**src/rtl/rr_dec16_arbiter.sv**
```systemverilog
// rtl/rr_dec16_arbiter.sv - round-robin arbiter driving a 4-to-16 decoder select
//
// Purpose: shares one decoded 16-way one-hot select among 16 requesters.
// One requester is granted at a time. A grant lasts at most MAX_HOLD cycles.
// After every grant there is one idle cycle. In that idle cycle the next
// winner is picked in rotating order.
//
// Ports:
//   clk  in   1   system clock, rising edge
//   rst  in   1   synchronous active-high reset
//   e    in   1   enable; 0 blocks new grants and ends the current one
//   req  in  16   request vector, bit i = requester i
//   idx  out  4   index of current grantee (decoder select)
//   gv   out  1   grant valid (decoder enable)
//   gnt  out 16   one-hot grant, 1<<idx when gv else 0
module rr_dec16_arbiter #(
    parameter int unsigned MAX_HOLD = 4
) (
    input  logic        clk,
    input  logic        rst,
    input  logic        e,
    input  logic [15:0] req,
    output logic [3:0]  idx,
    output logic        gv,
    output logic [15:0] gnt
);

    typedef enum logic {
        ST_IDLE  = 1'b0,
        ST_GRANT = 1'b1
    } state_t;

    localparam logic [3:0] HOLD_LAST = 4'(MAX_HOLD - 1);

    state_t      state_q, state_d;
    logic [3:0]  idx_q, idx_d;
    logic [3:0]  ptr_q, ptr_d;
    logic [3:0]  cnt_q, cnt_d;

    logic        win_found;
    logic [3:0]  win_idx;
    logic [3:0]  pos;

    // Search for the first set request bit, starting at ptr_q.
    // The position wraps modulo 16 through the natural 4-bit overflow.
    always_comb begin
        win_found = 1'b0;
        win_idx   = ptr_q;
        pos       = ptr_q;
        for (int k = 0; k < 16; k++) begin
            pos = ptr_q + 4'(k);
            if (!win_found && req[pos]) begin
                win_found = 1'b1;
                win_idx   = pos;
            end
        end
    end

    always_comb begin
        state_d = state_q;
        idx_d   = idx_q;
        ptr_d   = ptr_q;
        cnt_d   = cnt_q;
        case (state_q)
            ST_IDLE: begin
                if (e && win_found) begin
                    state_d = ST_GRANT;
                    idx_d   = win_idx;
                    cnt_d   = 4'd0;
                end
            end
            ST_GRANT: begin
                // The release conditions overlap freely. Any combination
                // of them gives a single release, and the pointer moves
                // just past the grantee.
                if (!e || !req[idx_q] || (cnt_q == HOLD_LAST)) begin
                    state_d = ST_IDLE;
                    ptr_d   = idx_q + 4'd1;
                    cnt_d   = 4'd0;
                end else begin
                    cnt_d   = cnt_q + 4'd1;
                end
            end
            default: begin
                state_d = ST_IDLE;
            end
        endcase
    end

    always_ff @(posedge clk) begin
        if (rst) begin
            state_q <= ST_IDLE;
            idx_q   <= 4'd0;
            ptr_q   <= 4'd0;
            cnt_q   <= 4'd0;
        end else begin
            state_q <= state_d;
            idx_q   <= idx_d;
            ptr_q   <= ptr_d;
            cnt_q   <= cnt_d;
        end
    end

    // Outputs are taken from registers only, so there is no path from req or e.
    assign gv  = (state_q == ST_GRANT);
    assign idx = idx_q;
    assign gnt = gv ? (16'h0001 << idx_q) : 16'h0000;

endmodule

```
**config.mk**
```make
export PLATFORM = sky130hd
export DESIGN_NAME = rr_dec16_arbiter
export DESIGN_NICKNAME = d
export VERILOG_FILES = /design/src/rtl/rr_dec16_arbiter.sv
export SDC_FILE = /design/constraint.sdc
export NUM_CORES = 1
export LEC_CHECK = 0
export BUFFER_PORTS_ARGS = -buffer_cell sky130_fd_sc_hd__buf_2
export CAP_MARGIN = 10
export CELL_PAD_IN_SITES_DETAIL_PLACEMENT = 0
export CELL_PAD_IN_SITES_GLOBAL_PLACEMENT = 1
export CORE_ASPECT_RATIO = 0.9
export CORE_MARGIN = 2
export CORE_UTILIZATION = 45
export CTS_CLUSTER_DIAMETER = 50
export DETAILED_ROUTE_END_ITERATION = 10
export PLACE_DENSITY_LB_ADDON = 0.3
export RECOVER_POWER = 50
export SLEW_MARGIN = 30
export SYNTH_ARGS = -nofsm -noshare
export SYNTH_HDL_FRONTEND = slang
export SYNTH_SLANG_ARGS = --single-unit
```
**constraint.sdc**
```tcl
create_clock -name clk -period 4.8 [get_ports clk]
set_input_delay 0.96 -clock clk [delete_from_list [all_inputs] [get_ports clk]]
set_output_delay 0.96 -clock clk [all_outputs]
set_load 0.01 [all_outputs]
```
==> impl_metrics.py <==
metrics = {
    "outcome": {
        "status": "complete, no violations",
    },
    "cts": {
        "cts_sinks": 13,
        "ctsResizeCount": 0,
        "cts_hold_buf": 0,
        "post-cts-setup-buffers": 0,
        "clock_latency_ns": 0.24,
        "cts_buffers": 3,
        "path_clk_slew_ns": 0.06,
        "clockBufferDepth": 2,
        "h-tree-depth": 1,
        "cts_tree": "done",
        "cts_root_buffer": "clkbuf_8",
    },
    "synthesis": {
        "synth_seq_cells": 13,
        "synth-compound-area-share_pct": 18.9,
        "synth-edff-count": 0,
        "yosysSeqAreaShare_pct": 7.90,
        "synth_nets": 429,
        "synth.area.mux_share_pct": 36.6,
        "synthArstFlopShare_pct": 0,
        "avgSynthCellArea_um2": 8.32,
        "dominantRegCellSynth": "dfxtp_1",
        "synth_fa_ha_area_share_pct": 5.32,
        "yosys.area_share.simple_pct": 22.7,
        "synth_top_family_by_area": "multiplexers",
        "syn_area_mm2": 0.00329,
        "netlist-cell-type-count": 76,
        "synth_warnings": 0,
        "synth_xor_area_share_pct": 3.91,
        "synthCells": 396,
    },
    "sta": {
        "setup_viol": 0,
        "max-slew-margin-rel_pct": 34.2,
        "fin_skew_ns": 0.000592,
        "post-route-min-period_ns": 4.16,
        "hold_viol_final": 0,
        "min_period_over_period_pct": 86.7,
        "whs_ns": 0.503,
        "max_freq_ghz": 0.240,
        "maxSlewViolCount": 0,
        "worst_slew_pin_slew_ns": 0.985,
        "tns_ns": 0,
        "rsz0062_at_grt": "no",
    },
    "place": {
        "dp_hpwl_um": 8060,
        "gp_congestion": 1.00,
        "portBuffers": 39,
    },
    "cells_and_area": {
        "nets": 459,
        "drive_gt1_share_pct": 21.9,
        "diodes": 0,
        "area_delta_synth_final_pct": 9.23,
    },
    "worst_hold_path": {
        "min_to": "cnt_q[3]",
        "holdCritStartpoint": "cnt_q[3]",
        "hold_class": "reg2reg",
        "worstHoldPathCells": 2,
    },
    "die": {
        "die_w_um": 94.2,
        "coreArea_mm2": 0.00708,
        "die_area_mm2": 0.00802,
        "rows": 29,
        "start_util_pct": 46.5,
        "fp.dieH_um": 85.2,
        "io_pins": 40,
    },
    "setup_path": {
        "cp.required_ns": 4.92,
        "timing.rr.end": "idx[2]",
        "r2r-start": "ptr_q[0]",
        "reg2reg_slack_ns": 0.64,
        "startpoint_type": "flop",
        "ff2ff_path_depth": 12,
        "timing_worst_setup_path_type": "reg2reg",
        "worstSetupEndpointType": "flop",
        "arrival_ns": 4.28,
        "path_max_fanout": 17,
    },
    "grt": {
        "grt_antenna_before_repair": 0,
        "first_global_vias": 3031,
        "overflow": 0,
        "grt_usage_pct": 26.3,
        "grt_max_degree": 26,
        "grt_pass1_wl_um": 16600,
    },
    "route": {
        "drc_errors": 0,
        "wl_per_cell_um": 20.0,
        "vias": 3396,
        "drt-pass1-iter-count": 5,
        "wirelength_um": 10400,
        "via_per_inst": 6.56,
        "postRouteAntennaNets": 0,
        "drtIter0Drc": 356,
    },
    "power_and_ir_drop": {
        "power.leakage_nw": 1.33,
        "powerDensity_mw_per_mm2": 356,
        "ir_drop_mv": 0.227,
    },
    "run": {
        "drv_cap": 0,
    },
}
metal layers:
layer	share of wire [%]	global-route usage, %	vias to the layer above	wire length, um
li1	-	-	1588	-
met1	48	42.8	1618	4930
met2	42	37.6	183	4370
met3	9.4	3.91	7	974
met4	0.75	2.90	0	78
met5	0	0	-	0
logic make-up (layout without fill, tap and decap cells):
kind of cell,Yosys count,after routing
XOR/XNOR,13,13
AND/OR/NAND/NOR,150,150
AO/OA/AOI/OAI,88,88
multiplexers,83,83
flip-flops,13,13
buffers and inverters,35,64
adder cells (fa/ha/maj),14,14
cells in the final DEF, fill, tap and decap left out, drive strengths merged, types with 6 or more instances in the layout:
master / netlist / layout
a211oi: 8 / 8
a21oi: 15 / 15
and2: 7 / 7
and3: 7 / 7
buf: 11 / 33
clkbuf: 14 / 21
dfxtp: 13 / 13
ha: 14 / 14
inv: 9 / 9
mux2: 17 / 17
mux2i: 38 / 38
mux4: 28 / 28
nand2: 40 / 40
nand3: 13 / 13
nor2: 39 / 39
nor2b: 6 / 6
nor3: 10 / 10
o211ai: 6 / 6
o21ai: 20 / 20
xnor2: 7 / 7
xor2: 6 / 6
worst max path at each step:
stage	startpoint	end	slack, ns	cells past startpoint
2_1_floorplan	ptr_q[1]	idx[3]	0.56	16
3_3_place_gp	ptr_q[0]	idx[2]	0.68	12
3_5_place_dp	ptr_q[0]	idx[2]	0.67	12
4_1_cts	ptr_q[0]	idx[2]	0.69	12
5_1_grt	ptr_q[0]	idx[2]	0.40	12
6_report	ptr_q[0]	idx[2]	0.64	12
through the flow:
stage | instances | cell area, um^2 | util, % | setup WS (ns) | total power, mW
6_report | 518 | 3600 | 50.8 | 0.640 | 1.28
5_1_grt | 518 | 3600 | 50.8 | 0.401 | 1.38
4_1_cts | 518 | 3620 | 51.1 | 0.689 | 1.26
3_5_place_dp | 514 | 3570 | 50.5 | 0.673 | 1.15
3_3_place_gp | 514 | 3570 | 50.5 | 0.675 | 1.16
2_1_floorplan | 396 | 3290 | - | 0.563 | 0.910
layout make-up:
type,count,area [um^2]
timing repair buffer,50,256
tap,93,116
multi-input combinational,348,2880
clock buffer,4,45.0
fill,703,3480
inverter,10,37.5
sequential,13,260
worst max-delay path: stages (launching register included):
cell and delay, ns:
dfxtp_1 0.34, inv_2 0.14, ha_1 0.84, buf_4 0.32, mux2i_1 0.24, mux4_2 0.31, mux2i_2 0.12, or2_1 0.37
and3_1 0.21, a2111oi_0 0.49, a21oi_1 0.18, nor4_1 0.36, o31ai_1 0.12
power by group:
group | internal (mW) | switching [mW]
clock | 0.0587 | 0.0416
combinational | 0.418 | 0.605
sequential | 0.121 | 0.0356
cells in the mapped netlist (all sizes together) (5+ instances only):
master	count	area (um^2)
nor2b	6	37.5
xnor2	7	68.8
nor2	39	146
xor2	6	60.1
mux2i	38	384
clkbuf	14	52.6
buf	11	61.3
o211ai	6	50.1
nor3	10	50.1
dfxtp	13	260
and3	7	43.8
nand3	13	65.1
mux4	28	631
nand2	40	153
ha	14	175
and2	7	43.8
nand3b	5	41.3
a21oi	15	78.8
nor4	5	46.3
inv	9	33.8
a211oi	8	60.1
mux2	17	191
o21ai	20	100
sequential cells by signal, indices dropped and copies added (netlist names):
signal / cells
ptr_q: 4
idx: 4
cnt_q: 4
gv: 1
Note: power is estimated with default switching activity, not from simulation.
